`src/rtl/crypto1_subkey_gen.sv`:
```
// rtl/crypto1_subkey_gen.sv - Crypto1 half-state candidate enumerator with filter match and show-ahead subkey FIFO
module crypto1_subkey_gen #(
    parameter logic [3:0]  IDX        = 4'h0,
    parameter int          FIFO_DEPTH = 16,
    // final counter value issued; 20'hFFFFF covers the whole subspace
    parameter logic [19:0] C_LAST     = 20'hFFFFF
) (
    input  logic        CLK,
    input  logic        RESETn,
    input  logic [4:0]  BITSTREAM,
    input  logic        SUBKEY_RDEN,
    output logic [23:0] SUBKEY_RDDATA,
    output logic        SUBKEY_RDEMPTY,
    output logic        DONE
);
    localparam int AW = $clog2(FIFO_DEPTH);
    localparam logic [15:0] LUT_A = 16'hF22C;
    localparam logic [15:0] LUT_B = 16'hD938;
    localparam logic [31:0] LUT_F = 32'hEC57E80A;

    typedef enum logic [1:0] {IDLE, RUN, DRAIN, FIN} state_t;

    state_t          state, state_nxt;
    logic [4:0]      bits_q;
    logic [19:0]     c;
    logic            issue;
    logic            s1_valid, s2_valid, s2_match;
    logic [23:0]     s1_cand, s2_cand;
    logic [4:0]      win_ok;
    logic [23:0]     mem [FIFO_DEPTH];
    logic [AW-1:0]   wr_ptr, rd_ptr;
    logic [AW:0]     fifo_count;
    logic [AW+1:0]   occupancy;
    logic            push, pop;

    function automatic logic filt(input logic [19:0] x);
        logic [4:0] t;
        t = {LUT_A[x[3:0]], LUT_B[x[7:4]], LUT_A[x[11:8]], LUT_A[x[15:12]], LUT_B[x[19:16]]};
        return LUT_F[t];
    endfunction

    // Counting every in-flight stage keeps the FIFO from ever overflowing.
    always_comb begin
        occupancy = (AW+2)'(fifo_count) + (AW+2)'(s1_valid) + (AW+2)'(s2_valid);
    end

    always_comb begin
        state_nxt = state;
        issue     = 1'b0;
        case (state)
            IDLE:  state_nxt = RUN;
            RUN: begin
                issue = occupancy < (AW+2)'(FIFO_DEPTH);
                if (issue && c == C_LAST) state_nxt = DRAIN;
            end
            DRAIN: if (!s1_valid && !s2_valid) state_nxt = FIN;
            FIN:   state_nxt = FIN;
            default: state_nxt = IDLE;
        endcase
    end

    always_ff @(posedge CLK or negedge RESETn) begin
        if (!RESETn) state <= IDLE;
        else         state <= state_nxt;
    end

    always_comb begin
        win_ok = '0;
        for (int k = 0; k < 5; k++) begin
            win_ok[k] = filt(s1_cand[k +: 20]) == bits_q[k];
        end
    end

    always_ff @(posedge CLK or negedge RESETn) begin
        if (!RESETn) begin
            bits_q   <= '0;
            c        <= '0;
            s1_valid <= 1'b0;
            s1_cand  <= '0;
            s2_valid <= 1'b0;
            s2_match <= 1'b0;
            s2_cand  <= '0;
        end else begin
            if (state == IDLE) bits_q <= BITSTREAM;
            if (issue && c != C_LAST) c <= c + 20'd1;
            s1_valid <= issue;
            s1_cand  <= {IDX, c};
            s2_valid <= s1_valid;
            s2_match <= &win_ok;
            s2_cand  <= s1_cand;
        end
    end

    assign push = s2_valid & s2_match;
    assign pop  = SUBKEY_RDEN & (fifo_count != '0);

    always_ff @(posedge CLK or negedge RESETn) begin
        if (!RESETn) begin
            wr_ptr     <= '0;
            rd_ptr     <= '0;
            fifo_count <= '0;
        end else begin
            if (push) wr_ptr <= wr_ptr + AW'(1);
            if (pop)  rd_ptr <= rd_ptr + AW'(1);
            case ({push, pop})
                2'b10:   fifo_count <= fifo_count + (AW+1)'(1);
                2'b01:   fifo_count <= fifo_count - (AW+1)'(1);
                default: fifo_count <= fifo_count;
            endcase
        end
    end

    always_ff @(posedge CLK) begin
        if (push) mem[wr_ptr] <= s2_cand;
    end

    assign SUBKEY_RDEMPTY = (fifo_count == '0);
    assign SUBKEY_RDDATA  = SUBKEY_RDEMPTY ? 24'h000000 : mem[rd_ptr];
    assign DONE           = (state == FIN);
endmodule

```
`config.mk`:
```
export PLATFORM = sky130hd
export DESIGN_NAME = crypto1_subkey_gen
export DESIGN_NICKNAME = d
export VERILOG_FILES = /design/src/rtl/crypto1_subkey_gen.sv
export SDC_FILE = /design/constraint.sdc
export NUM_CORES = 1
export LEC_CHECK = 0
export CORE_ASPECT_RATIO = 0.75
export CORE_MARGIN = 1.5
export CORE_UTILIZATION = 45
export DETAILED_ROUTE_END_ITERATION = 12
export GPL_TIMING_DRIVEN = 0
export HOLD_SLACK_MARGIN = 0.06
export SETUP_SLACK_MARGIN = 0.4
export SLEW_MARGIN = 30
export SYNTH_ARGS = -nofsm -noshare
export SYNTH_HDL_FRONTEND = slang
export SYNTH_SLANG_ARGS = --single-unit
```
`constraint.sdc`:
```
create_clock -name CLK -period 3.6 [get_ports CLK]
set_input_delay 0.72 -clock CLK [delete_from_list [all_inputs] [get_ports CLK]]
set_output_delay 0.72 -clock CLK [all_outputs]
set_load 0.005 [all_outputs]
```
==> flow_summary.ini, run 1 <==
[die]
die_w_um = 223
core_um2 = 35700
die_area_um2 = 37400
initial_core_util_pct = 45.6
die_h_um = 168
rows = 60
pin_count = 34

[timing]
max-slew-margin-rel_pct = 45.7
rsz0062_at_grt = yes
drv_slew = 0
fin_crit_sh_pct = 96.5
period_needed_ns = 3.47
setup_viol = 0
worst_pin_slew_ns = 0.814
finalHoldViolCount = 0
fin_setup_tns_ns = 0
fmax_mhz = 288
finClkSkew_ns = 0.0256

[yosys]
synthTopCellsByArea = edfxtp_1 59%, mux4_2 14%, dfrtp_1 13%, ha_1 1.9%, xnor2_1 1.3%
syn_area_um2 = 16300
synth-edff-count = 320
synth_top_cell_area_share_pct = 59.0
synth_area_leader_cell = edfxtp_1
synth_cell_type_count = 52
synth-main-ff-cell = edfxtp_1
yosys_register_bits = 403
async_flop_share_pct = 20.6
synth_seq_area_share_pct = 71.8
avgSynthCellArea_um2 = 19.3
ys_warn_count = 0
syn_inst = 844

[clock_tree]
hold_buffers = 0
ctsLongestPathBuffers = 3
cts_buffers = 40
insertion_delay_ns = 0.54
cts_tree = done
root_buffer = clkbuf_16
cts_max_level = 2
cts.sink_count = 403
clkTransAtPathRegs_ns = 0.06

[critical_path]
critPathSlowestCell = mux4_2
reg2reg_slack_ns = 0.43
crit_path_end_kind = output pin
cp.required_ns = 2.88
crit_path_cell_trace = buf_12, buf_4, buf_16, buf_4, mux4_2, mux4_2, nor2b_4, dlymetal6s2s_1
critPathBufInv = 5
reg2reg_to = fifo_count[4]
arrival_ns = 2.75
reg2reg_depth = 16
crit_fanout = 6
reg2reg_from = fifo_count[1]
critPathKind = flop to output pin
crit_family = multiplexers
start_kind = flop
slowest_delay_ns = 0.48

[global_route]
grt_pass1_vias = 7951
antenna_found_initial = 0
grt_pass1_wl_mm = 49.8
grt_max_degree = 49
overflow = 0
track_usage_pct = 18.1

[drt]
vias = 7995
drt-total-wl_mm = 33.8
dr.pass1.iters = 5
wl_per_cell_um = 23.2
wl_met3_mm = 1.87
wl_met1_mm = 15.9
viasPerCell = 5.49
highest_layer = met4
first_iter_violations = 656
wl_met2_mm = 15.5
drt_drc_violations_left = 0
antenna_left = 0

[final_layout]
diodes = 0
multiInputGateArea_um2 = 4430
synthToLayoutAreaGrowth_pct = 17.8
final_cell_mix = 320 x edfxtp_1, 104 x mux4_2, 82 x dfrtp_1
fin_nets = 994
num-fill-cells = 2817
drive_above_1_share_pct = 29.0
final_area_um2 = 19200
register_area_um2 = 11700
final_common_cell = edfxtp_1

[place]
hpwl_mm = 20.0
dpl_cell_area_um2 = 17200
port_buffers = 29
gp_congestion = 0.773

[flow_run]
maxCapViolCount = 0

[run_status]
run_status = finished, final reports clean

[pwr]
peakVddDrop_uv = 384
p_total_w = 0.0141
p_leak_nw = 6.93
powerDensity_nw_per_um2 = 735

[worst_hold_path]
hp-class = primary input to async pin
## registers in the layout, indices dropped and copies added (netlist names)
register	flops
s2_valid	1
s1_cand	20
wr_ptr	4
mem	320
s2_match	1
state	2
fifo_count	5
c	20
bits_q	5
rd_ptr	4
s1_valid	1
s2_cand	20
## routing by layer
layer,up-vias,global-route usage (%)
met5,-,0
met4,0,4.35
met3,43,2.91
met2,197,27.8
met1,4161,27.5
li1,3594,-
## power by group
part	total (W)	internal (W)	leakage (nW)	switching, W
registers	0.00574	0.00536	4.09	0.000372
logic	0.00439	0.00255	2.23	0.00185
clock network	0.00397	0.00227	0.606	0.00170
total	0.0141	0.0102	6.93	0.00392
## synth_stat cells, types with 2 or more instances
cell      instances
ha_1             25
a21o_1            2
nor4_1            2
mux2i_1           5
or3_1             2
a21oi_1          13
a22oi_1           9
and4_1            2
o22ai_1           3
edfxtp_1        320
xor2_1           11
mux4_2          104
inv_1            22
clkbuf_1         14
buf_4            12
o21ai_0          16
buf_1             3
nand2_1          26
mux2_2           10
nand4_1           7
nor2_1           17
nand2b_1          6
a31oi_1           3
buf_2             3
nand3b_1          2
nor3_1            5
nor2b_1          31
and2_1           16
and3_1            8
xnor2_1          25
dfrtp_1          83
o221ai_1          2
nor3b_1           3
nand3_1          14
## kinds of logic after synthesis
group | count (synthesis) | synth area share [%]
mux | 119 | 15.4
buf+inv | 55 | 1.61
compound gates | 57 | 2.24
fa+ha+maj | 25 | 1.92
flops | 403 | 71.8
other cells | 1 | 0.0230
simple gates | 148 | 5.12
xor+xnor | 36 | 1.94
## metrics by stage
| step | instances | hold WS [ns] | utilization, % | worst slack (ns) |
|---|---|---|---|---|
| 5_1_grt | 1455 | 0.0961 | 53.7 | 0.0550 |
| 6_report | 1455 | 0.0829 | 53.7 | 0.125 |
| 2_1_floorplan | 847 | 0.347 | - | 0.644 |
| 3_5_place_dp | 1342 | 0.384 | 48.2 | 0.0221 |
| 3_3_place_gp | 1341 | 0.384 | 48.0 | -1.22 |
| 4_1_cts | 1418 | 0.0799 | 52.2 | -0.0794 |
## what timing repair did
item,in CTS,in global routing
cloned,0,5
endpoints found under the setup margin,23,22
setup buffers,5,32
pin swaps,2,1
resized for setup,91,54
## worst max path at each step
stage,startpoint,end,slack (ns),depth (start not counted)
6_report,rd_ptr[0],SUBKEY_RDDATA[19],0.13,8
5_1_grt,rd_ptr[0],SUBKEY_RDDATA[5],0.05,8
4_1_cts,rd_ptr[0],SUBKEY_RDDATA[0],-0.08,6
3_5_place_dp,rd_ptr[1],SUBKEY_RDDATA[0],0.02,6
3_3_place_gp,RESETn,s2_cand[4],-1.22,1
2_1_floorplan,fifo_count[1],fifo_count[4],0.64,15
## layout make-up
cell class / count / share of cell area [%]
Tap cell: 465 / 3.03
Clock inverter: 14 / 0.568
Inverter: 22 / 0.431
Clock buffer: 57 / 5.91
Multi-Input combinational cell: 389 / 23.1
Sequential cell: 403 / 60.9
Buffer: 33 / 2.05
Timing Repair Buffer: 72 / 3.98
Power figures use the tool's default switching activity.
==> run 2: changes to the inputs <==
- CORE_MARGIN: 1.5 -> 5
==> run 2 against run 1 <==
Net effect:
- clock-buffer cell count decreased by 9
- clock skew decreased by 0.0089 ns
- sequential cell count did not move
- critical path depth unchanged
- wire length up 5.3%
- global-route usage down 0.29 points
- final area grew 1.8%
- final cell count up 1.9%
- first-iteration DRC count up 5.5%
==> flow_summary.ini, run 2 (synthesis results as in run 1) <==
[worst_hold_path]
hp-class = primary input to async pin

[clock_tree]
root_buffer = clkbuf_16
insertion_delay_ns = 0.54
cts_buffers = 40
clkTransAtPathRegs_ns = 0.06
ctsLongestPathBuffers = 3
cts_tree = done
cts_max_level = 2
cts.sink_count = 403

[timing]
fin_crit_sh_pct = 97.5
period_needed_ns = 3.51
max-slew-margin-rel_pct = 45.1
fmax_mhz = 285
worst_pin_slew_ns = 0.824
rsz0062_at_grt = yes
finalHoldViolCount = 0
drv_slew = 0
setup_viol = 0
finClkSkew_ns = 0.0167

[pwr]
powerDensity_nw_per_um2 = 747
peakVddDrop_uv = 422
p_total_w = 0.0146
p_leak_nw = 7.08

[critical_path]
critPathSlowestCell = mux4_2
start_kind = flop
crit_fanout = 7
critPathKind = flop to output pin
cp.required_ns = 2.88
crit_family = multiplexers
arrival_ns = 2.79
reg2reg_from = fifo_count[1]
reg2reg_to = fifo_count[4]
endpoint = SUBKEY_RDDATA[0]
slowest_delay_ns = 0.51
reg2reg_depth = 15
cp.depth = 8
crit_path_end_kind = output pin
cp_common_cell = mux4_2
startpoint = rd_ptr[0]
crit_path_cell_trace = buf_6, buf_12, buf_4, buf_16, mux4_2, mux4_2, nor2b_4, clkdlybuf4s15_1
reg2reg_slack_ns = 0.44
critPathBufInv = 5

[final_layout]
final_cell_mix = 320 x edfxtp_1, 104 x mux4_2, 82 x dfrtp_1
top_register = mem
largest_reg_flops = 320
synthToLayoutAreaGrowth_pct = 19.8
diodes = 0
fin_nets = 1019
final_common_cell = edfxtp_1
multiInputGateArea_um2 = 4450
finish.utilization_pct = 54.5
num-fill-cells = 2753
drive_above_1_share_pct = 31.8
register_area_um2 = 11700

[place]
port_buffers = 29
hpwl_mm = 20.7
gp_congestion = 0.801

[global_route]
track_usage_pct = 17.9
grt_pass1_wl_mm = 53.5
antenna_found_initial = 0
grt_max_degree = 45
grt_pass1_vias = 8261
overflow = 0

[flow_run]
maxCapViolCount = 0

[die]
die_w_um = 230
initial_core_util_pct = 45.5
die_h_um = 175
rows = 60
core_um2 = 35800
pin_count = 34
die_area_um2 = 40100

[drt]
antenna_left = 0
vias = 8198
drt_drc_violations_left = 0
viasPerCell = 5.53
wl_per_cell_um = 24.0
first_iter_violations = 692
dr.pass1.iters = 5
drt-total-wl_mm = 35.6

[run_status]
run_status = finished, final reports clean
-- run 2: power by group --
part           total, W  switching [W]  internal [W]
Combinational   0.00465        0.00193       0.00272
Sequential      0.00573       0.000368       0.00536
Clock           0.00420        0.00174       0.00246
Total            0.0146        0.00404        0.0105
-- run 2: area by class of cell --
type	instances	area share (%)
Buffer	33	1.82
Clock buffer	48	5.39
Clock inverter	26	1.36
Inverter	22	0.423
Multi-Input combinational cell	389	22.8
Sequential cell	403	59.9
Tap cell	465	2.98
Timing Repair Buffer	97	5.31
-- run 2: routing by layer --
metal	vias up	track usage [%]	share of wire (%)
li1	3657	-	-
met1	4307	27.1	47
met2	194	27.5	46
met3	40	3.38	5.3
met4	0	3.33	1.4
met5	-	0	0
-- run 2: what timing repair did --
item,CTS,global route
pin swaps,0,1
hold buffers,0,0
gates cloned,5,0
gates resized for setup,151,27
setup buffers,43,16
endpoints found under the setup margin,23,23
-- run 2: worst min path at each step --
stage               start    endpoint  cells past startpoint
2_1_floorplan  s1_cand[0]  s2_cand[0]                      0
3_3_place_gp   s1_cand[0]  s2_cand[0]                      0
3_5_place_dp   s1_cand[0]  s2_cand[0]                      0
4_1_cts            RESETn    state[0]                      1
5_1_grt            RESETn    state[0]                      1
6_report           RESETn    state[0]                      1
-- run 2: through the flow --
step	cell area (µm²)	hold WS (ns)	worst slack, ns	instances	setup TNS [ns]
floorplan	16300	0.347	0.644	847	0
global placement	17200	0.361	-1.35	1341	-111.18
detailed placement	17300	0.355	0.0102	1345	0
CTS	19300	0.0900	0.0621	1467	0
global route	19500	0.108	0.00685	1483	0
finish	19500	0.0902	0.0884	1483	0
